**config.mk**
```make
export PLATFORM = sky130hd
export DESIGN_NAME = strap_capture_multi_flat
export DESIGN_NICKNAME = d
export VERILOG_FILES = /design/src/rtl/strap_capture_multi_if.sv /design/src/rtl/strap_capture_multi.sv /design/src/flat_wrapper.sv
export SDC_FILE = /design/constraint.sdc
export NUM_CORES = 1
export LEC_CHECK = 0
export ABC_AREA = 1
export BUFFER_PORTS_ARGS = -buffer_cell sky130_fd_sc_hd__buf_2
export CORE_UTILIZATION = 55
export DETAILED_ROUTE_END_ITERATION = 6
export PLACE_DENSITY = 0.77
export SLEW_MARGIN = 25
export SYNTH_ARGS = -nofsm -noshare
export SYNTH_HDL_FRONTEND = slang
export SYNTH_SLANG_ARGS = --single-unit
```
**constraint.sdc**
```tcl
create_clock -name clk -period 1.6 [get_ports clk]
set_input_delay 0.32 -clock clk [delete_from_list [all_inputs] [get_ports clk]]
set_output_delay 0.32 -clock clk [all_outputs]
set_load 0.02 [all_outputs]
```
**src/rtl/strap_capture_multi_if.sv**
```systemverilog
// Strap-capture bus: raw triggers/pins in, synchronised triggers and committed config out.
// The cfg_locked signal only exists when STRAP_CAPTURE_LOCK_EN is defined.
interface strap_capture_multi_if #(
    parameter int WIDTH    = 8,
    parameter int CHANNELS = 4
);
    logic [CHANNELS-1:0]       trig_n_in;
    logic [CHANNELS*WIDTH-1:0] pins_in;
    logic [CHANNELS-1:0]       trig_sync_n;
    logic [CHANNELS*WIDTH-1:0] cfg_out;
    logic [CHANNELS-1:0]       cfg_valid;
    logic [CHANNELS-1:0]       cfg_unstable;
    logic [CHANNELS-1:0]       cfg_update;
`ifdef STRAP_CAPTURE_LOCK_EN
    logic [CHANNELS-1:0]       cfg_locked;
`endif

    modport master (
        output trig_n_in, pins_in,
`ifdef STRAP_CAPTURE_LOCK_EN
        input  cfg_locked,
`endif
        input  trig_sync_n, cfg_out, cfg_valid, cfg_unstable, cfg_update
    );

    modport slave (
        input  trig_n_in, pins_in,
`ifdef STRAP_CAPTURE_LOCK_EN
        output cfg_locked,
`endif
        output trig_sync_n, cfg_out, cfg_valid, cfg_unstable, cfg_update
    );
endinterface

```
**src/rtl/strap_capture_multi.sv**
```systemverilog
// N-channel strap capture with stability check; STRAP_CAPTURE_LOCK_EN freezes a channel after its first commit.
// Latency: raw trigger rise to cfg_update = SYNC_STAGES+2 cycles; no backpressure, outputs are level/pulse.
module strap_capture_multi #(
    parameter int WIDTH         = 8,
    parameter int CHANNELS      = 4,
    parameter int STABLE_CYCLES = 4,
    parameter int SYNC_STAGES   = 2
) (
    input  logic                  clk,
    input  logic                  rst,
    strap_capture_multi_if.slave  bus
);
    localparam int CW = $clog2(STABLE_CYCLES + 1);
    localparam logic [CW-1:0] CNT_MAX = CW'(STABLE_CYCLES);
    localparam logic [CW-1:0] CNT_ONE = CW'(1);

    typedef enum logic [1:0] {
        IDLE   = 2'd0,
        ARMED  = 2'd1,
        COMMIT = 2'd2
    } state_t;

    // Trigger chains reset to 0 so every channel opens a window straight out of reset.
    logic [SYNC_STAGES-1:0][CHANNELS-1:0]       trig_sync_q;
    logic [SYNC_STAGES-1:0][CHANNELS*WIDTH-1:0] pin_sync_q;

    always_ff @(posedge clk) begin
        if (rst) begin
            trig_sync_q <= '0;
            pin_sync_q  <= '0;
        end else begin
            trig_sync_q <= {trig_sync_q[SYNC_STAGES-2:0], bus.trig_n_in};
            pin_sync_q  <= {pin_sync_q[SYNC_STAGES-2:0], bus.pins_in};
        end
    end

    logic [CHANNELS-1:0]            trig_s;
    logic [CHANNELS-1:0][WIDTH-1:0] pin_s;
    assign trig_s = trig_sync_q[SYNC_STAGES-1];
    assign pin_s  = pin_sync_q[SYNC_STAGES-1];

    logic [CHANNELS-1:0][WIDTH-1:0] cfg_all;
    logic [CHANNELS-1:0]            valid_all;
    logic [CHANNELS-1:0]            unstable_all;
    logic [CHANNELS-1:0]            update_all;
`ifdef STRAP_CAPTURE_LOCK_EN
    logic [CHANNELS-1:0]            locked_all;
`endif

    for (genvar c = 0; c < CHANNELS; c++) begin : g_ch
        state_t           state_q;
        logic [CW-1:0]    cnt_q;
        logic [CW-1:0]    cnt_d;
        logic [WIDTH-1:0] sample_q;
        logic [WIDTH-1:0] cfg_q;
        logic             valid_q;
        logic             unstable_q;
        logic             update_q;
        logic             commit_ok;
        logic             gate_open;

        assign commit_ok = (cnt_q >= CNT_MAX);
        assign cnt_d     = commit_ok ? cnt_q : cnt_q + CNT_ONE;

`ifdef STRAP_CAPTURE_LOCK_EN
        logic locked_q;
        assign gate_open     = ~locked_q;
        assign locked_all[c] = locked_q;

        always_ff @(posedge clk) begin
            if (rst) begin
                locked_q <= 1'b0;
            end else if (state_q == COMMIT && commit_ok) begin
                locked_q <= 1'b1;
            end
        end
`else
        assign gate_open = 1'b1;
`endif

        always_ff @(posedge clk) begin
            if (rst) begin
                state_q    <= IDLE;
                cnt_q      <= '0;
                sample_q   <= '0;
                cfg_q      <= '0;
                valid_q    <= 1'b0;
                unstable_q <= 1'b0;
                update_q   <= 1'b0;
            end else begin
                update_q <= 1'b0;
                case (state_q)
                    IDLE: begin
                        if (!trig_s[c]) begin
                            state_q  <= ARMED;
                            sample_q <= pin_s[c];
                            cnt_q    <= CNT_ONE;
                        end
                    end
                    ARMED: begin
                        // The pin sample in the release cycle is deliberately dropped.
                        if (trig_s[c]) begin
                            state_q <= COMMIT;
                        end else if (pin_s[c] == sample_q) begin
                            cnt_q <= cnt_d;
                        end else begin
                            sample_q <= pin_s[c];
                            cnt_q    <= CNT_ONE;
                        end
                    end
                    COMMIT: begin
                        state_q <= IDLE;
                        if (gate_open) begin
                            if (commit_ok) begin
                                cfg_q      <= sample_q;
                                valid_q    <= 1'b1;
                                unstable_q <= 1'b0;
                                update_q   <= 1'b1;
                            end else begin
                                unstable_q <= 1'b1;
                            end
                        end
                    end
                    default: state_q <= IDLE;
                endcase
            end
        end

        assign cfg_all[c]      = cfg_q;
        assign valid_all[c]    = valid_q;
        assign unstable_all[c] = unstable_q;
        assign update_all[c]   = update_q;
    end

    assign bus.trig_sync_n  = trig_s;
    assign bus.cfg_out      = cfg_all;
    assign bus.cfg_valid    = valid_all;
    assign bus.cfg_unstable = unstable_all;
    assign bus.cfg_update   = update_all;
`ifdef STRAP_CAPTURE_LOCK_EN
    assign bus.cfg_locked   = locked_all;
`endif
endmodule

```
**src/flat_wrapper.sv**
```systemverilog
// flat-port wrapper written by rule: the top's interface ports become plain ports
module strap_capture_multi_flat 
#(
    parameter int WIDTH         = 8,
    parameter int CHANNELS      = 4,
    parameter int STABLE_CYCLES = 4,
    parameter int SYNC_STAGES   = 2
)
  (clk, rst, bus_trig_n_in, bus_pins_in, bus_trig_sync_n, bus_cfg_out, bus_cfg_valid, bus_cfg_unstable, bus_cfg_update);
  strap_capture_multi_if #(.WIDTH(WIDTH), .CHANNELS(CHANNELS)) bus_i ();
  input  logic clk;
  input  logic rst;
  input wire logic [$bits(bus_i.trig_n_in)-1:0] bus_trig_n_in;
  input wire logic [$bits(bus_i.pins_in)-1:0] bus_pins_in;
  output wire logic [$bits(bus_i.trig_sync_n)-1:0] bus_trig_sync_n;
  output wire logic [$bits(bus_i.cfg_out)-1:0] bus_cfg_out;
  output wire logic [$bits(bus_i.cfg_valid)-1:0] bus_cfg_valid;
  output wire logic [$bits(bus_i.cfg_unstable)-1:0] bus_cfg_unstable;
  output wire logic [$bits(bus_i.cfg_update)-1:0] bus_cfg_update;
  assign bus_i.trig_n_in = bus_trig_n_in;
  assign bus_i.pins_in = bus_pins_in;
  assign bus_trig_sync_n = bus_i.trig_sync_n;
  assign bus_cfg_out = bus_i.cfg_out;
  assign bus_cfg_valid = bus_i.cfg_valid;
  assign bus_cfg_unstable = bus_i.cfg_unstable;
  assign bus_cfg_update = bus_i.cfg_update;
  strap_capture_multi #(.WIDTH(WIDTH), .CHANNELS(CHANNELS), .STABLE_CYCLES(STABLE_CYCLES), .SYNC_STAGES(SYNC_STAGES)) u_core (.clk(clk), .rst(rst), .bus(bus_i));
endmodule
```
==> impl_results.html, run 1 <==
<table>
<tr><th>Metric</th><th>Value</th></tr>
<tr><th colspan="2">Outcome</th></tr>
<tr><td>Outcome</td><td>finished clean</td></tr>
<tr><th colspan="2">Worst hold path</th></tr>
<tr><td>Worst Hold Path Cells</td><td>3</td></tr>
<tr><td>Type of the tightest min-delay check</td><td>in2reg</td></tr>
<tr><th colspan="2">Floorplanning</th></tr>
<tr><td>Starting density of the core</td><td>56.6%</td></tr>
<tr><td>Count of boundary I/O pins</td><td>86</td></tr>
<tr><td>Total core area</td><td>between 10000 and 15000 sq um</td></tr>
<tr><td>Die outline area</td><td>~12000 sq um</td></tr>
<tr><td>Die Wd</td><td>110 microns</td></tr>
<tr><td>Height of the chip</td><td>approximately 110 microns</td></tr>
<tr><td>Number of rows in the core area</td><td>39</td></tr>
<tr><th colspan="2">Power</th></tr>
<tr><td>Leakage power</td><td>~3.7 nW</td></tr>
<tr><td>Worst vdd rail ir drop</td><td>0.805 mV</td></tr>
<tr><td>P_int</td><td>7.44 mW</td></tr>
<tr><td>Switching fraction of total power</td><td>21.4%</td></tr>
<tr><td>Relative contribution of combinational cells to total power</td><td>7.3%</td></tr>
<tr><td>Power share of the sequential group</td><td>46.8%</td></tr>
<tr><td>Clock network fraction of total power</td><td>45.9%</td></tr>
<tr><td>Areal power density over the cells</td><td>1240 nW/um^2</td></tr>
<tr><td>Switching power total</td><td>2.03 mW</td></tr>
<tr><td>Power consumption</td><td>~9.5 mW</td></tr>
<tr><th colspan="2">Synthesis</th></tr>
<tr><td>Synth top area share</td><td>52.0%</td></tr>
<tr><td>Synth Register Bits</td><td>around 170</td></tr>
<tr><td>Gate Count Post-Synth</td><td>830</td></tr>
<tr><td>Syn nets</td><td>876</td></tr>
<tr><td>Count of flip-flops with a built-in enable after synthesis</td><td>0</td></tr>
<tr><td>Most frequent cell after synthesis</td><td>sky130_fd_sc_hd__dfxtp_1</td></tr>
<tr><td>Cells taking the most area after synthesis</td><td>sky130_fd_sc_hd__dfxtp_1 (52%), sky130_fd_sc_hd__inv_1 (8.4%), sky130_fd_sc_hd__nand2_1 (7.7%)</td></tr>
<tr><td>Sequential-to-total area share from yosys stat</td><td>52.0%</td></tr>
<tr><td>Most used DFF post-synth</td><td>sky130_fd_sc_hd__dfxtp_1</td></tr>
<tr><td>Post-synthesis cell type with the largest combined area</td><td>sky130_fd_sc_hd__dfxtp_1</td></tr>
<tr><td>Async S/R FF share, synth</td><td>0%</td></tr>
<tr><td>Post-synthesis average cell area</td><td>7.79 sq um</td></tr>
<tr><td>Mapped cell area</td><td>6460 sq um</td></tr>
<tr><td>Post-synthesis cell type count</td><td>34</td></tr>
<tr><td>Ranking of synthesized cells by instance count</td><td>sky130_fd_sc_hd__dfxtp_1 (168), sky130_fd_sc_hd__inv_1 (145), sky130_fd_sc_hd__nand2_1 (132), sky130_fd_sc_hd__nor2_1 (132), sky130_fd_sc_hd__nand3_1 (69)</td></tr>
<tr><td>Yosys warnings</td><td>0</td></tr>
<tr><th colspan="2">Detailed routing</th></tr>
<tr><td>Count of TritonRoute iterations in the first routing pass</td><td>4</td></tr>
<tr><td>Total wire length after detailed routing</td><td>11.4 mm</td></tr>
<tr><td>Average wire per standard cell</td><td>10.7 microns</td></tr>
<tr><td>Total via count in the routed design</td><td>between 4000 and 5000</td></tr>
<tr><td>Number of nets still failing antenna checks after routing</td><td>0</td></tr>
<tr><td>Starting DRT DRC Count</td><td>257</td></tr>
<tr><td>DRC errors left</td><td>0</td></tr>
<tr><td>Routed vias/inst</td><td>4.63</td></tr>
<tr><th colspan="2">Clock tree</th></tr>
<tr><td>Clock transition at the register clock pins on the worst setup and hold paths after CTS</td><td>0.06 ns</td></tr>
<tr><td>Max Buffers Root-to-Sink</td><td>2</td></tr>
<tr><td>TritonCTS clock tree</td><td>built</td></tr>
<tr><td>CTS buffer count</td><td>17</td></tr>
<tr><td>Clk Latency, worst-skew pair</td><td>0.42 ns</td></tr>
<tr><td>Root buf cell</td><td>sky130_fd_sc_hd__clkbuf_16</td></tr>
<tr><td>Max H-tree Level</td><td>4</td></tr>
<tr><td>Clock Sinks</td><td>168</td></tr>
<tr><th colspan="2">Timing</th></tr>
<tr><td>Fin Setup TNS</td><td>0 ns</td></tr>
<tr><td>Crit path time final</td><td>between 1 and 1.5 ns</td></tr>
<tr><td>Count of pins over their slew limit</td><td>0</td></tr>
<tr><td>Worst relative slew slack</td><td>72.1%</td></tr>
<tr><td>Worst Skew</td><td>0.00526 ns</td></tr>
<tr><td>Slew at the pin closest to its max-slew limit</td><td>approximately 0.42 ns</td></tr>
<tr><td>Count of final hold-check violations</td><td>0</td></tr>
<tr><td>Setup repair after global routing missed its margin</td><td>false</td></tr>
<tr><td>Setup violators final</td><td>0</td></tr>
<tr><td>Fmax achieved</td><td>~700 MHz</td></tr>
<tr><td>Period utilization</td><td>89.2%</td></tr>
<tr><th colspan="2">Setup path</th></tr>
<tr><td>Critical setup path kind</td><td>reg2reg</td></tr>
<tr><td>Crit path launch</td><td>u_core.g_ch[0].state_q[0]$_SDFFE_PP0P_</td></tr>
<tr><td>Required arrival time at the worst endpoint</td><td>1.91 ns</td></tr>
<tr><td>Worst r2r dst</td><td>u_core.g_ch[0].sample_q[0]$_SDFFE_PP0P_</td></tr>
<tr><td>Reg2Reg Depth</td><td>8</td></tr>
<tr><td>Worst Setup End Kind</td><td>flip-flop</td></tr>
<tr><td>CP startpoint kind</td><td>flip-flop</td></tr>
<tr><td>Critical path capture point</td><td>u_core.g_ch[0].sample_q[0]$_SDFFE_PP0P_</td></tr>
<tr><td>Startpoint of the lowest-slack register-to-register path</td><td>u_core.g_ch[0].state_q[0]$_SDFFE_PP0P_</td></tr>
<tr><td>WP data arrival</td><td>1.73 ns</td></tr>
<tr><td>Largest driver fanout on the critical path</td><td>8</td></tr>
<tr><td>Setup slack on the worst flop-to-flop path</td><td>0.17 ns</td></tr>
<tr><th colspan="2">Finish</th></tr>
<tr><td>Fillers</td><td>~1000</td></tr>
<tr><td>Finished Layout Cells</td><td>1067</td></tr>
<tr><td>Growth of design area from synthesis to finish</td><td>18.0%</td></tr>
<tr><td>Number of antenna repair diodes</td><td>0</td></tr>
<tr><td>End-of-flow core utilization</td><td>66.8%</td></tr>
<tr><td>Ratio of cells with drive above 1 in the final layout</td><td>about a fifth</td></tr>
<tr><td>Fin nets</td><td>approximately 960</td></tr>
<tr><th colspan="2">Global routing</th></tr>
<tr><td>First-pass GRT wire length</td><td>19.0 mm</td></tr>
<tr><td>Remaining global-route overflow</td><td>0</td></tr>
<tr><td>Via count of the first global-routing pass</td><td>4391</td></tr>
<tr><td>Number of antenna violations at the first check in global routing</td><td>0</td></tr>
<tr><td>GRT Total Usage</td><td>20.3%</td></tr>
<tr><td>Pin count of the biggest net entering global routing</td><td>36</td></tr>
<tr><th colspan="2">Place</th></tr>
<tr><td>Global placer's final weighted congestion</td><td>0.841</td></tr>
<tr><td>Placed Cells incl. Taps</td><td>1037</td></tr>
<tr><td>Detailed placement HPWL</td><td>7.94 mm</td></tr>
<tr><td>Quantity of I/O buffers inserted on ports</td><td>85</td></tr>
<tr><th colspan="2">Flow run</th></tr>
<tr><td>Count of maximum capacitance violations</td><td>0</td></tr>
</table>
## registers in the layout, indices dropped and copies added, names as in the netlist
register and cells:
u_core.g_ch.cnt_q 12, u_core.g_ch.valid_q 4, u_core.bus.trig_sync_n 4, u_core.g_ch.unstable_q 4, u_core.g_ch.state_q 8, u_core.trig_sync_q 4
u_core.pin_s 32, u_core.g_ch.cfg_q 32, u_core.g_ch.update_q 4, u_core.g_ch.sample_q 32, u_core.pin_sync_q 32
## stage by stage
step / area (sq um) / worst slack (ns) / hold slack [ns]
floorplan: 6460 / 0.306 / 0.388
global placement: 6980 / 0.186 / 0.389
detailed placement: 6980 / 0.161 / 0.393
CTS: 7610 / 0.103 / 0.0818
global route: 7630 / 0.0133 / 0.0938
finish: 7630 / 0.172 / 0.0969
## worst min path at each step
stage                                                start                                    to  slack, ns
after floorplan           u_core.trig_sync_q[0]$_SDFF_PP0_  u_core.bus.trig_sync_n[0]$_SDFF_PP0_       0.39
after global placement     u_core.pin_sync_q[9]$_SDFF_PP0_            u_core.pin_s[9]$_SDFF_PP0_       0.39
after detailed placement  u_core.pin_sync_q[22]$_SDFF_PP0_           u_core.pin_s[22]$_SDFF_PP0_       0.39
after CTS                                  bus_pins_in[13]      u_core.pin_sync_q[13]$_SDFF_PP0_       0.08
after global routing                      bus_trig_n_in[1]      u_core.trig_sync_q[1]$_SDFF_PP0_       0.09
final                                       bus_pins_in[9]       u_core.pin_sync_q[9]$_SDFF_PP0_        0.1
## what timing repair did
item	4_1_cts	5_1_grt
endpoints found under the setup margin	0	7
hold buffers	0	0
buffers inserted	0	0
resized for setup	0	3
## critical path, cell delays in order, from the launching register on
cell and delay [ns]:
sky130_fd_sc_hd__dfxtp_1 0.34, sky130_fd_sc_hd__inv_1 0.07, sky130_fd_sc_hd__nor2_2 0.11, sky130_fd_sc_hd__nand2_1 0.07, sky130_fd_sc_hd__nor3_2 0.17, sky130_fd_sc_hd__nand3_2 0.15
sky130_fd_sc_hd__buf_4 0.19, sky130_fd_sc_hd__a21oi_1 0.15, sky130_fd_sc_hd__nor2_1 0.06
## power by group through the flow
stage          Clock (mW)  Sequential, mW  Combinational [mW]
2_1_floorplan           0            4.50               0.537
3_3_place_gp            0            4.52               0.666
3_5_place_dp            0            4.52               0.681
4_1_cts              4.44            4.43               0.690
5_1_grt              4.62            4.45               0.795
6_report             4.35            4.43               0.690
## metal layers
metal / up-vias / wire length [microns] / track usage (%)
met5: - / 0 / 0
met4: 0 / 191 / 8.18
met3: 16 / 328 / 5.35
met2: 79 / 5410 / 34.3
met1: 2185 / 5450 / 24.5
li1: 2658 / - / -
## final cells by class
type	count	area (sq um)	share of cell area, %
Timing Repair Buffer	106	598	7.84
Inverter	153	574	7.53
Clock inverter	8	170	2.23
Tap cell	143	179	2.35
Multi-Input combinational cell	467	2280	29.9
Clock buffer	22	464	6.09
Sequential cell	168	3360	44.1
## logic make-up (layout without fill, tap and decap cells)
| group | after synthesis | count (layout) | share of synthesized area [%] |
|---|---|---|---|
| XOR/XNOR | 11 | 11 | 1.49 |
| flip-flops | 168 | 168 | 52.0 |
| buffers and inverters | 195 | 289 | 13.0 |
| adder cells (fa/ha/maj) | 8 | 8 | 1.55 |
| AO/OA/AOI/OAI | 69 | 69 | 5.83 |
| AND/OR/NAND/NOR | 376 | 376 | 25.7 |
| multiplexers | 3 | 3 | 0.465 |
## layout by cell type, fill, tap and decap left out, types with 2 or more instances in the layout
master	instances
sky130_fd_sc_hd__nor2_1	131
sky130_fd_sc_hd__inv_2	8
sky130_fd_sc_hd__nor3b_1	3
sky130_fd_sc_hd__a21oi_2	8
sky130_fd_sc_hd__xor2_1	6
sky130_fd_sc_hd__clkbuf_16	17
sky130_fd_sc_hd__mux2i_1	3
sky130_fd_sc_hd__clkbuf_1	3
sky130_fd_sc_hd__buf_4	21
sky130_fd_sc_hd__dfxtp_1	168
sky130_fd_sc_hd__clkinvlp_4	2
sky130_fd_sc_hd__buf_2	84
sky130_fd_sc_hd__nor3_1	5
sky130_fd_sc_hd__nor3_2	3
sky130_fd_sc_hd__xnor2_1	5
sky130_fd_sc_hd__a21oi_1	31
sky130_fd_sc_hd__nand3_1	68
sky130_fd_sc_hd__nand2_1	132
sky130_fd_sc_hd__clkbuf_8	2
sky130_fd_sc_hd__nand3_2	2
sky130_fd_sc_hd__nand4_1	4
sky130_fd_sc_hd__inv_1	145
sky130_fd_sc_hd__o21ai_0	22
sky130_fd_sc_hd__o21ai_1	7
sky130_fd_sc_hd__ha_1	8
sky130_fd_sc_hd__bufinv_16	5
sky130_fd_sc_hd__nor2_4	2
sky130_fd_sc_hd__nand2_2	11
sky130_fd_sc_hd__nor2_2	8
sky130_fd_sc_hd__nand3_4	3
No activity file was read; power rests on OpenSTA's default activity.
==> inputs of run 2 (changes only) <==
--- a/config.mk
+++ b/config.mk
@@ -7,9 +7,11 @@
 export LEC_CHECK = 0
 export ABC_AREA = 1
 export BUFFER_PORTS_ARGS = -buffer_cell sky130_fd_sc_hd__buf_2
-export CORE_UTILIZATION = 55
+export CORE_ASPECT_RATIO = 1.5
+export CORE_UTILIZATION = 51
 export DETAILED_ROUTE_END_ITERATION = 6
-export PLACE_DENSITY = 0.77
+export PLACE_DENSITY = 0.72
+export REMOVE_ABC_BUFFERS = 1
 export SLEW_MARGIN = 25
 export SYNTH_ARGS = -nofsm -noshare
 export SYNTH_HDL_FRONTEND = slang
==> run 2 against run 1 <==
Compared with the run above: core utilization decreased by 5.2 points; critical path depth did not move; routed wire length up 3.3%; sequential share of layout area is essentially flat; die area grew 7.8%; fmax is 2.9% lower; first-iteration DRC count is 39% lower; sequential cell count did not move; highest routed layer unchanged.
==> impl_results.html, run 2 (synthesis results as in run 1) <==
<table>
<tr><th>Metric</th><th>Value</th></tr>
<tr><th colspan="2">Outcome</th></tr>
<tr><td>Outcome</td><td>finished clean (unchanged)</td></tr>
<tr><th colspan="2">Clock tree</th></tr>
<tr><td>Post-CTS setup buffers</td><td>0 (unchanged)</td></tr>
<tr><td>TritonCTS clock tree</td><td>built (unchanged)</td></tr>
<tr><td>Total of cells resized after clock tree synthesis</td><td>0 (unchanged)</td></tr>
<tr><td>Clk Latency, worst-skew pair</td><td>0.41 ns (was 0.42 ns)</td></tr>
<tr><td>CTS buffer count</td><td>17 (unchanged)</td></tr>
<tr><td>Clock Sinks</td><td>168 (unchanged)</td></tr>
<tr><td>Max H-tree Level</td><td>4 (unchanged)</td></tr>
<tr><td>Clock transition at the register clock pins on the worst setup and hold paths after CTS</td><td>0.06 ns (about the same)</td></tr>
<tr><td>Max Buffers Root-to-Sink</td><td>2 (unchanged)</td></tr>
<tr><td>Hold-fix buffer count after cts</td><td>0 (unchanged)</td></tr>
<tr><td>Root buf cell</td><td>sky130_fd_sc_hd__clkbuf_16 (unchanged)</td></tr>
<tr><th colspan="2">Finish</th></tr>
<tr><td>Ratio of cells with drive above 1 in the final layout</td><td>19.6% (was 19.5%)</td></tr>
<tr><td>Finished Layout Cells</td><td>1079 (was 1067)</td></tr>
<tr><td>Most common cell after layout, fill and taps aside</td><td>sky130_fd_sc_hd__dfxtp_1 (unchanged)</td></tr>
<tr><td>Fillers</td><td>1132 (was 1010)</td></tr>
<tr><td>Area of all sequential standard cells</td><td>3360 sq um (unchanged)</td></tr>
<tr><td>Growth of design area from synthesis to finish</td><td>18.1% (was 18.0%)</td></tr>
<tr><td>Fin nets</td><td>957 (was 959)</td></tr>
<tr><td>Leading cell types in the layout, fill and taps excluded</td><td>sky130_fd_sc_hd__dfxtp_1 (168), sky130_fd_sc_hd__inv_1 (144), sky130_fd_sc_hd__nand2_1 (132), sky130_fd_sc_hd__nor2_1 (132), sky130_fd_sc_hd__buf_2 (84) (was sky130_fd_sc_hd__dfxtp_1 (168), sky130_fd_sc_hd__inv_1 (145), sky130_fd_sc_hd__nand2_1 (132))</td></tr>
<tr><td>Number of antenna repair diodes</td><td>0 (unchanged)</td></tr>
<tr><td>Area of combinational cells with multiple inputs</td><td>2270 sq um (was 2280 sq um)</td></tr>
<tr><th colspan="2">Detailed routing</th></tr>
<tr><td>Count of TritonRoute iterations in the first routing pass</td><td>4 (unchanged)</td></tr>
<tr><td>Total via count in the routed design</td><td>4975 (was 4938)</td></tr>
<tr><td>Average wire per standard cell</td><td>10.9 microns (was 10.7 microns)</td></tr>
<tr><td>Total wire length after detailed routing</td><td>11.7 mm (was 11.4 mm)</td></tr>
<tr><td>Number of nets still failing antenna checks after routing</td><td>0 (unchanged)</td></tr>
<tr><td>DRC errors left</td><td>0 (unchanged)</td></tr>
<tr><td>Routed vias/inst</td><td>4.61 (was 4.63)</td></tr>
<tr><td>Starting DRT DRC Count</td><td>157 (was 257)</td></tr>
<tr><th colspan="2">Setup path</th></tr>
<tr><td>Critical Path, Cell by Cell</td><td>inv_1 -&gt; nand2_1 -&gt; nand4_1 -&gt; nor2_1 -&gt; nand3_4 -&gt; nand2_1 -&gt; nand2_1 -&gt; nor2_1 (was inv_1 -&gt; nor2_2 -&gt; nand2_1 -&gt; nor3_2 -&gt; nand3_2 -&gt; buf_4 -&gt; a21oi_1 -&gt; nor2_1)</td></tr>
<tr><td>Largest driver fanout on the critical path</td><td>18 (was 8)</td></tr>
<tr><td>Worst r2r dst</td><td>u_core.g_ch[2].cnt_q[2]$_SDFFE_PP0P_ (was u_core.g_ch[0].sample_q[0]$_SDFFE_PP0P_)</td></tr>
<tr><td>Reg2Reg Depth</td><td>8 (unchanged)</td></tr>
<tr><td>Startpoint of the lowest-slack register-to-register path</td><td>u_core.g_ch[2].sample_q[2]$_SDFFE_PP0P_ (was u_core.g_ch[0].state_q[0]$_SDFFE_PP0P_)</td></tr>
<tr><td>WP data arrival</td><td>1.81 ns (was 1.73 ns)</td></tr>
<tr><td>Required arrival time at the worst endpoint</td><td>1.94 ns (was 1.91 ns)</td></tr>
<tr><td>Library cell appearing most often on the critical path</td><td>sky130_fd_sc_hd__nand2_1</td></tr>
<tr><td>Delay contributed by the slowest stage of the critical path</td><td>0.35 ns (was 0.34 ns)</td></tr>
<tr><td>CP startpoint kind</td><td>flip-flop (unchanged)</td></tr>
<tr><td>Setup slack on the worst flop-to-flop path</td><td>0.13 ns (was 0.17 ns)</td></tr>
<tr><td>Critical setup path kind</td><td>reg2reg (unchanged)</td></tr>
<tr><td>Worst path slowest cell</td><td>sky130_fd_sc_hd__dfxtp_1 (unchanged)</td></tr>
<tr><td>Worst Setup End Kind</td><td>flip-flop (unchanged)</td></tr>
<tr><th colspan="2">Power</th></tr>
<tr><td>Leakage power</td><td>3.70 nW (about the same)</td></tr>
<tr><td>Switching fraction of total power</td><td>22.9% (was 21.4%)</td></tr>
<tr><td>Power consumption</td><td>9.43 mW (was 9.47 mW)</td></tr>
<tr><td>Relative contribution of combinational cells to total power</td><td>7.4% (was 7.3%)</td></tr>
<tr><td>Power share of the sequential group</td><td>46.9% (was 46.8%)</td></tr>
<tr><td>Switching power total</td><td>2.16 mW (was 2.03 mW)</td></tr>
<tr><td>Clock network fraction of total power</td><td>45.7% (was 45.9%)</td></tr>
<tr><td>Areal power density over the cells</td><td>1240 nW/um^2 (about the same)</td></tr>
<tr><td>P_int</td><td>7.28 mW (was 7.44 mW)</td></tr>
<tr><td>Worst vdd rail ir drop</td><td>0.759 mV (was 0.805 mV)</td></tr>
<tr><th colspan="2">Global routing</th></tr>
<tr><td>Met1 usage in global routing</td><td>20.1% (was 24.5%)</td></tr>
<tr><td>GRT Total Usage</td><td>18.9% (was 20.3%)</td></tr>
<tr><td>Remaining global-route overflow</td><td>0 (unchanged)</td></tr>
<tr><td>Number of antenna violations at the first check in global routing</td><td>0 (unchanged)</td></tr>
<tr><td>First-pass GRT wire length</td><td>19.5 mm (was 19.0 mm)</td></tr>
<tr><td>Met2 track demand over resource</td><td>34.5% (was 34.3%)</td></tr>
<tr><td>Pin count of the biggest net entering global routing</td><td>34 (was 36)</td></tr>
<tr><td>Via count of the first global-routing pass</td><td>4531 (was 4391)</td></tr>
<tr><td>Layer with the highest usage</td><td>met2 (unchanged)</td></tr>
<tr><td>Met3 GRT Util</td><td>4.43% (was 5.35%)</td></tr>
<tr><th colspan="2">Timing</th></tr>
<tr><td>Worst Skew</td><td>0.00869 ns (was 0.00526 ns)</td></tr>
<tr><td>Fin Setup TNS</td><td>0 ns (unchanged)</td></tr>
<tr><td>Setup violators final</td><td>0 (unchanged)</td></tr>
<tr><td>Count of final hold-check violations</td><td>0 (unchanged)</td></tr>
<tr><td>Count of pins over their slew limit</td><td>0 (unchanged)</td></tr>
<tr><td>Period utilization</td><td>91.9% (was 89.2%)</td></tr>
<tr><td>Slew at the pin closest to its max-slew limit</td><td>0.350 ns (was 0.417 ns)</td></tr>
<tr><td>Setup repair after global routing missed its margin</td><td>false (unchanged)</td></tr>
<tr><td>Worst relative slew slack</td><td>76.6% (was 72.1%)</td></tr>
<tr><td>Crit path time final</td><td>1.47 ns (was 1.43 ns)</td></tr>
<tr><td>Fmax achieved</td><td>680 MHz (was 700 MHz)</td></tr>
<tr><th colspan="2">Floorplanning</th></tr>
<tr><td>Starting density of the core</td><td>52.2% (was 56.6%)</td></tr>
<tr><td>Height of the chip</td><td>140 microns (was 110 microns)</td></tr>
<tr><td>Count of boundary I/O pins</td><td>86 (unchanged)</td></tr>
<tr><td>Total core area</td><td>12400 sq um (was 11400 sq um)</td></tr>
<tr><td>Die Wd</td><td>93.9 microns (was 110 microns)</td></tr>
<tr><td>Number of rows in the core area</td><td>50 (was 39)</td></tr>
<tr><td>Die outline area</td><td>13100 sq um (was 12200 sq um)</td></tr>
<tr><th colspan="2">Place</th></tr>
<tr><td>Placed Cells incl. Taps</td><td>1048 (was 1037)</td></tr>
<tr><td>Detailed placement HPWL</td><td>8.19 mm (was 7.94 mm)</td></tr>
<tr><td>Global placer's final weighted congestion</td><td>0.825 (was 0.841)</td></tr>
<tr><td>Quantity of I/O buffers inserted on ports</td><td>85 (unchanged)</td></tr>
<tr><th colspan="2">Flow run</th></tr>
<tr><td>Count of maximum capacitance violations</td><td>0 (unchanged)</td></tr>
<tr><th colspan="2">Worst hold path</th></tr>
<tr><td>Launch instance of the worst min-delay path</td><td>bus_pins_in[5] (was bus_pins_in[9])</td></tr>
<tr><td>Hold worst-path end</td><td>u_core.pin_sync_q[5]$_SDFF_PP0_ (was u_core.pin_sync_q[9]$_SDFF_PP0_)</td></tr>
<tr><td>Type of the tightest min-delay check</td><td>in2reg (unchanged)</td></tr>
<tr><td>Worst Hold Path Cells</td><td>3 (unchanged)</td></tr>
</table>
==> run 2: cell count changes in the layout (fill, tap and decap cells not counted), sizes merged <==
cell    before  now
clkinv       1    3
buf        106  104
bufinv       5    4
inv        153  157
clkbuf      22   18
==> run 2: worst max-delay path, delay by kind of cell (launching register included) <==
| kind | cells | cell delay, ns |
|---|---|---|
| buffers and inverters | 1 | 0.06 |
| flip-flops | 1 | 0.35 |
| AND/OR/NAND/NOR | 7 | 0.98 |
==> run 2: worst max path at each step <==
stage	from	end	slack (ns)	depth (start not counted)
after CTS	u_core.g_ch[2].sample_q[3]$_SDFFE_PP0P_	u_core.g_ch[2].cnt_q[2]$_SDFFE_PP0P_	0.07	8
after global placement	u_core.g_ch[2].state_q[1]$_SDFFE_PP0P_	u_core.g_ch[2].cfg_q[1]$_SDFFE_PP0P_	0.16	7
final	u_core.g_ch[2].sample_q[2]$_SDFFE_PP0P_	u_core.g_ch[2].cnt_q[2]$_SDFFE_PP0P_	0.13	8
after global routing	u_core.g_ch[2].sample_q[2]$_SDFFE_PP0P_	u_core.g_ch[2].cnt_q[2]$_SDFFE_PP0P_	0.02	8
after detailed placement	u_core.g_ch[2].sample_q[3]$_SDFFE_PP0P_	u_core.g_ch[2].cnt_q[1]$_SDFFE_PP0P_	0.15	7
after floorplan	u_core.bus.trig_sync_n[3]$_SDFF_PP0_	u_core.g_ch[3].cnt_q[1]$_SDFFE_PP0P_	0.06	5
==> run 2: area by class of cell <==
class	instances	area share [%]
flip-flops and latches	168	44.1
multi-input cells	467	29.7
repair buffers	104	7.81
inverters	153	7.53
clock buffers	18	5.76
well taps	156	2.56
clock inverters	13	2.53
==> run 2: metal layers <==
metal	vias up	part of all wire [%]
li1	2653	-
met1	2212	42
met3	18	3.9
met2	92	53
met5	-	0
met4	0	1.7
==> run 2: stage by stage <==
| stage | util [%] | hold slack [ns] | setup WS, ns | instance area (sq um) |
|---|---|---|---|---|
| after floorplan | - | 0.382 | 0.0613 | 6200 |
| after global placement | 56.4 | 0.388 | 0.158 | 6990 |
| after detailed placement | 56.4 | 0.392 | 0.148 | 6990 |
| after CTS | 61.5 | 0.0860 | 0.0650 | 7620 |
| after global routing | 61.6 | 0.0891 | 0.0189 | 7630 |
| final | 61.6 | 0.101 | 0.130 | 7630 |
==> run 2: power by group through the flow <==
| stage | logic (mW) | registers, mW | clock network (mW) |
|---|---|---|---|
| after CTS | 0.699 | 4.43 | 4.39 |
| after floorplan | 0.450 | 4.51 | 0 |
| after detailed placement | 0.690 | 4.52 | 0 |
| final | 0.695 | 4.43 | 4.31 |
| after global placement | 0.678 | 4.51 | 0 |
| after global routing | 0.790 | 4.44 | 4.59 |
==> inputs of run 3 (changes only) <==
==> constraint.sdc (replaced) <==
create_clock -name clk -period 1.8 [get_ports clk]
set_input_delay 0.36 -clock clk [delete_from_list [all_inputs] [get_ports clk]]
set_output_delay 0.36 -clock clk [all_outputs]
set_load 0.02 [all_outputs]
==> run 3 against run 2 <==
Compared with the run above: sequential share of layout area is 0.39 points higher; fmax down 1.3%; routed wire length hardly changed; clock power shrank 9.3%; non-clock buffer count fell by 8; critical path type unchanged; sequential cell count unchanged; total power fell by 11%; cell count decreased by 0.65%.
==> impl_results.html, run 3 (synthesis results as in run 1) <==
<table>
<tr><th>Metric</th><th>Value</th></tr>
<tr><th colspan="2">Clock tree</th></tr>
<tr><td>Root buf cell</td><td>sky130_fd_sc_hd__clkbuf_16 (unchanged)</td></tr>
<tr><td>CTS buffer count</td><td>17 (unchanged)</td></tr>
<tr><td>Clock Sinks</td><td>168 (unchanged)</td></tr>
<tr><td>Max H-tree Level</td><td>4 (unchanged)</td></tr>
<tr><td>TritonCTS clock tree</td><td>built (unchanged)</td></tr>
<tr><td>Max Buffers Root-to-Sink</td><td>2 (unchanged)</td></tr>
<tr><td>Clock transition at the register clock pins on the worst setup and hold paths after CTS</td><td>0.07 ns (was 0.06 ns)</td></tr>
<tr><td>Clk Latency, worst-skew pair</td><td>0.42 ns (was 0.41 ns)</td></tr>
<tr><th colspan="2">Setup path</th></tr>
<tr><td>Critical setup path kind</td><td>reg2reg (unchanged)</td></tr>
<tr><td>WP data arrival</td><td>1.82 ns (was 1.81 ns)</td></tr>
<tr><td>Setup slack on the worst flop-to-flop path</td><td>0.31 ns (was 0.13 ns)</td></tr>
<tr><td>Startpoint of the lowest-slack register-to-register path</td><td>u_core.g_ch[0].state_q[0]$_SDFFE_PP0P_ (was u_core.g_ch[2].sample_q[2]$_SDFFE_PP0P_)</td></tr>
<tr><td>CP startpoint kind</td><td>flip-flop (unchanged)</td></tr>
<tr><td>Reg2Reg Depth</td><td>7 (was 8)</td></tr>
<tr><td>Required arrival time at the worst endpoint</td><td>2.13 ns (was 1.94 ns)</td></tr>
<tr><td>Largest driver fanout on the critical path</td><td>13 (was 18)</td></tr>
<tr><td>Worst r2r dst</td><td>u_core.g_ch[0].cnt_q[2]$_SDFFE_PP0P_ (was u_core.g_ch[2].cnt_q[2]$_SDFFE_PP0P_)</td></tr>
<tr><td>Worst Setup End Kind</td><td>flip-flop (unchanged)</td></tr>
<tr><th colspan="2">Place</th></tr>
<tr><td>Quantity of I/O buffers inserted on ports</td><td>85 (unchanged)</td></tr>
<tr><td>Detailed placement HPWL</td><td>7.97 mm (was 8.19 mm)</td></tr>
<tr><td>Global placer's final weighted congestion</td><td>0.824 (was 0.825)</td></tr>
<tr><th colspan="2">Detailed routing</th></tr>
<tr><td>Average wire per standard cell</td><td>11.0 microns (was 10.9 microns)</td></tr>
<tr><td>Count of TritonRoute iterations in the first routing pass</td><td>4 (unchanged)</td></tr>
<tr><td>Total wire length after detailed routing</td><td>11.7 mm (about the same)</td></tr>
<tr><td>Starting DRT DRC Count</td><td>188 (was 157)</td></tr>
<tr><td>Sum of met3 wire segment lengths after detailed routing</td><td>409 microns (was 458 microns)</td></tr>
<tr><td>Number of nets still failing antenna checks after routing</td><td>0 (unchanged)</td></tr>
<tr><td>DRC errors left</td><td>0 (unchanged)</td></tr>
<tr><td>Total via count in the routed design</td><td>4979 (was 4975)</td></tr>
<tr><td>Wl on met1</td><td>4.90 mm (was 4.91 mm)</td></tr>
<tr><td>Total met2 wirelength after detailed routing</td><td>6.23 mm (was 6.17 mm)</td></tr>
<tr><td>Routed vias/inst</td><td>4.64 (was 4.61)</td></tr>
<tr><td>Highest metal layer with signal wires</td><td>met4 (unchanged)</td></tr>
<tr><th colspan="2">Worst hold path</th></tr>
<tr><td>Hold worst-path end</td><td>u_core.pin_sync_q[10]$_SDFF_PP0_ (was u_core.pin_sync_q[5]$_SDFF_PP0_)</td></tr>
<tr><td>Worst Hold Path Cells</td><td>3 (unchanged)</td></tr>
<tr><td>Launch instance of the worst min-delay path</td><td>bus_pins_in[10] (was bus_pins_in[5])</td></tr>
<tr><td>Type of the tightest min-delay check</td><td>in2reg (unchanged)</td></tr>
<tr><th colspan="2">Timing</th></tr>
<tr><td>Crit path time final</td><td>1.49 ns (was 1.47 ns)</td></tr>
<tr><td>Fin Setup TNS</td><td>0 ns (unchanged)</td></tr>
<tr><td>Slew at the pin closest to its max-slew limit</td><td>0.388 ns (was 0.350 ns)</td></tr>
<tr><td>Setup repair after global routing missed its margin</td><td>false (unchanged)</td></tr>
<tr><td>Period utilization</td><td>82.8% (was 91.9%)</td></tr>
<tr><td>Count of final hold-check violations</td><td>0 (unchanged)</td></tr>
<tr><td>Setup violators final</td><td>0 (unchanged)</td></tr>
<tr><td>Worst relative slew slack</td><td>74.2% (was 76.6%)</td></tr>
<tr><td>Worst Skew</td><td>0.0115 ns (was 0.00869 ns)</td></tr>
<tr><td>Fmax achieved</td><td>671 MHz (was 680 MHz)</td></tr>
<tr><td>Count of pins over their slew limit</td><td>0 (unchanged)</td></tr>
<tr><th colspan="2">Finish</th></tr>
<tr><td>Ratio of cells with drive above 1 in the final layout</td><td>18.9% (was 19.6%)</td></tr>
<tr><td>Area of combinational cells with multiple inputs</td><td>2270 sq um (about the same)</td></tr>
<tr><td>Leading cell types in the layout, fill and taps excluded</td><td>sky130_fd_sc_hd__dfxtp_1 (168), sky130_fd_sc_hd__inv_1 (145), sky130_fd_sc_hd__nand2_1 (132), sky130_fd_sc_hd__nor2_1 (132), sky130_fd_sc_hd__buf_2 (84) (was sky130_fd_sc_hd__dfxtp_1 (168), sky130_fd_sc_hd__inv_1 (144), sky130_fd_sc_hd__nand2_1 (132), sky130_fd_sc_hd__nor2_1 (132), sky130_fd_sc_hd__buf_2 (84))</td></tr>
<tr><td>End-of-flow core utilization</td><td>61.1% (was 61.6%)</td></tr>
<tr><td>Fin nets</td><td>949 (was 957)</td></tr>
<tr><td>Area of all sequential standard cells</td><td>3360 sq um (unchanged)</td></tr>
<tr><td>Most common cell after layout, fill and taps aside</td><td>sky130_fd_sc_hd__dfxtp_1 (unchanged)</td></tr>
<tr><td>Number of antenna repair diodes</td><td>0 (unchanged)</td></tr>
<tr><td>Growth of design area from synthesis to finish</td><td>17.0% (was 18.1%)</td></tr>
<tr><td>Fillers</td><td>1139 (was 1132)</td></tr>
<tr><th colspan="2">Floorplanning</th></tr>
<tr><td>Height of the chip</td><td>140 microns (unchanged)</td></tr>
<tr><td>Die Wd</td><td>93.9 microns (unchanged)</td></tr>
<tr><td>Starting density of the core</td><td>52.2% (unchanged)</td></tr>
<tr><td>Total core area</td><td>12400 sq um (unchanged)</td></tr>
<tr><td>Count of boundary I/O pins</td><td>86 (unchanged)</td></tr>
<tr><td>Number of rows in the core area</td><td>50 (unchanged)</td></tr>
<tr><td>Die outline area</td><td>13100 sq um (unchanged)</td></tr>
<tr><th colspan="2">Power</th></tr>
<tr><td>Worst vdd rail ir drop</td><td>0.775 mV (was 0.759 mV)</td></tr>
<tr><td>Areal power density over the cells</td><td>1120 nW/um^2 (was 1240 nW/um^2)</td></tr>
<tr><td>Leakage power</td><td>3.66 nW (was 3.70 nW)</td></tr>
<tr><th colspan="2">Outcome</th></tr>
<tr><td>Outcome</td><td>finished clean (unchanged)</td></tr>
<tr><th colspan="2">Global routing</th></tr>
<tr><td>Pin count of the biggest net entering global routing</td><td>41 (was 34)</td></tr>
<tr><td>First-pass GRT wire length</td><td>20.0 mm (was 19.5 mm)</td></tr>
<tr><td>Remaining global-route overflow</td><td>0 (unchanged)</td></tr>
<tr><td>Number of antenna violations at the first check in global routing</td><td>0 (unchanged)</td></tr>
<tr><td>Via count of the first global-routing pass</td><td>4682 (was 4531)</td></tr>
<tr><td>GRT Total Usage</td><td>19.4% (was 18.9%)</td></tr>
<tr><th colspan="2">Flow run</th></tr>
<tr><td>Count of maximum capacitance violations</td><td>0 (unchanged)</td></tr>
</table>
-- run 3: worst max-delay path by stage --
stage                                                 start                                    to  slack (ns)  depth (start not counted)
finish               u_core.g_ch[0].state_q[0]$_SDFFE_PP0P_  u_core.g_ch[0].cnt_q[2]$_SDFFE_PP0P_        0.31                          7
global route        u_core.g_ch[3].sample_q[0]$_SDFFE_PP0P_  u_core.g_ch[3].cnt_q[1]$_SDFFE_PP0P_        0.15                          9
CTS                  u_core.g_ch[0].state_q[0]$_SDFFE_PP0P_  u_core.g_ch[0].cnt_q[2]$_SDFFE_PP0P_        0.14                          7
detailed placement   u_core.g_ch[0].state_q[0]$_SDFFE_PP0P_  u_core.g_ch[0].cnt_q[1]$_SDFFE_PP0P_        0.25                          7
global placement    u_core.g_ch[0].sample_q[5]$_SDFFE_PP0P_  u_core.g_ch[0].cnt_q[0]$_SDFFE_PP0P_        0.28                          9
floorplan              u_core.bus.trig_sync_n[3]$_SDFF_PP0_  u_core.g_ch[3].cnt_q[1]$_SDFFE_PP0P_        0.26                          5
-- run 3: worst max-delay path, stage by stage (launching register included) --
cell and delay (ns):
sky130_fd_sc_hd__dfxtp_1 0.34, sky130_fd_sc_hd__inv_1 0.06, sky130_fd_sc_hd__nor2_1 0.12, sky130_fd_sc_hd__nand2_1 0.08, sky130_fd_sc_hd__nor3_2 0.18, sky130_fd_sc_hd__nand3_2 0.25, sky130_fd_sc_hd__nand2_1 0.16, sky130_fd_sc_hd__nor3b_1 0.21
-- run 3: where the power goes --
group | total (mW) | internal, mW | leakage [nW] | switching (mW)
Combinational | 0.591 | 0.226 | 1.98 | 0.365
Clock | 3.91 | 2.36 | 0.306 | 1.55
Sequential | 3.94 | 3.86 | 1.38 | 0.0802
-- run 3: final cells by class --
class / instances / share of cell area (%)
Clock buffer: 18 / 5.68
Sequential cell: 168 / 44.5
Inverter: 153 / 7.59
Tap cell: 156 / 2.58
Clock inverter: 14 / 2.78
Timing Repair Buffer: 96 / 6.92
Multi-Input combinational cell: 467 / 30.0
-- run 3: metal layers --
| metal | vias up | GRT usage [%] |
|---|---|---|
| met5 | - | 0 |
| met4 | 0 | 8.02 |
| met3 | 16 | 5.30 |
| met2 | 75 | 35.4 |
| met1 | 2251 | 20.4 |
| li1 | 2637 | - |
-- run 3: repair_timing --
| action | in CTS | in global routing |
|---|---|---|
| buffers inserted | 0 | 0 |
| gates resized for setup | 0 | 1 |
| endpoints found under the setup margin | 0 | 1 |
| hold buffers | 0 | 0 |
| endpoints found under the hold margin | 0 | 0 |
-- run 3: metrics by stage --
| stage | cell area [sq um] | std cells | setup slack [ns] | total power [mW] | hold WS [ns] |
|---|---|---|---|---|---|
| after CTS | 7560 | 1072 | 0.144 | 8.51 | 0.128 |
| after detailed placement | 6920 | 1040 | 0.251 | 4.61 | 0.394 |
| after global placement | 6920 | 1040 | 0.278 | 4.60 | 0.389 |
| after floorplan | 6200 | 788 | 0.261 | 4.41 | 0.388 |
| after global routing | 7560 | 1072 | 0.148 | 8.76 | 0.129 |
| final | 7560 | 1072 | 0.310 | 8.44 | 0.137 |
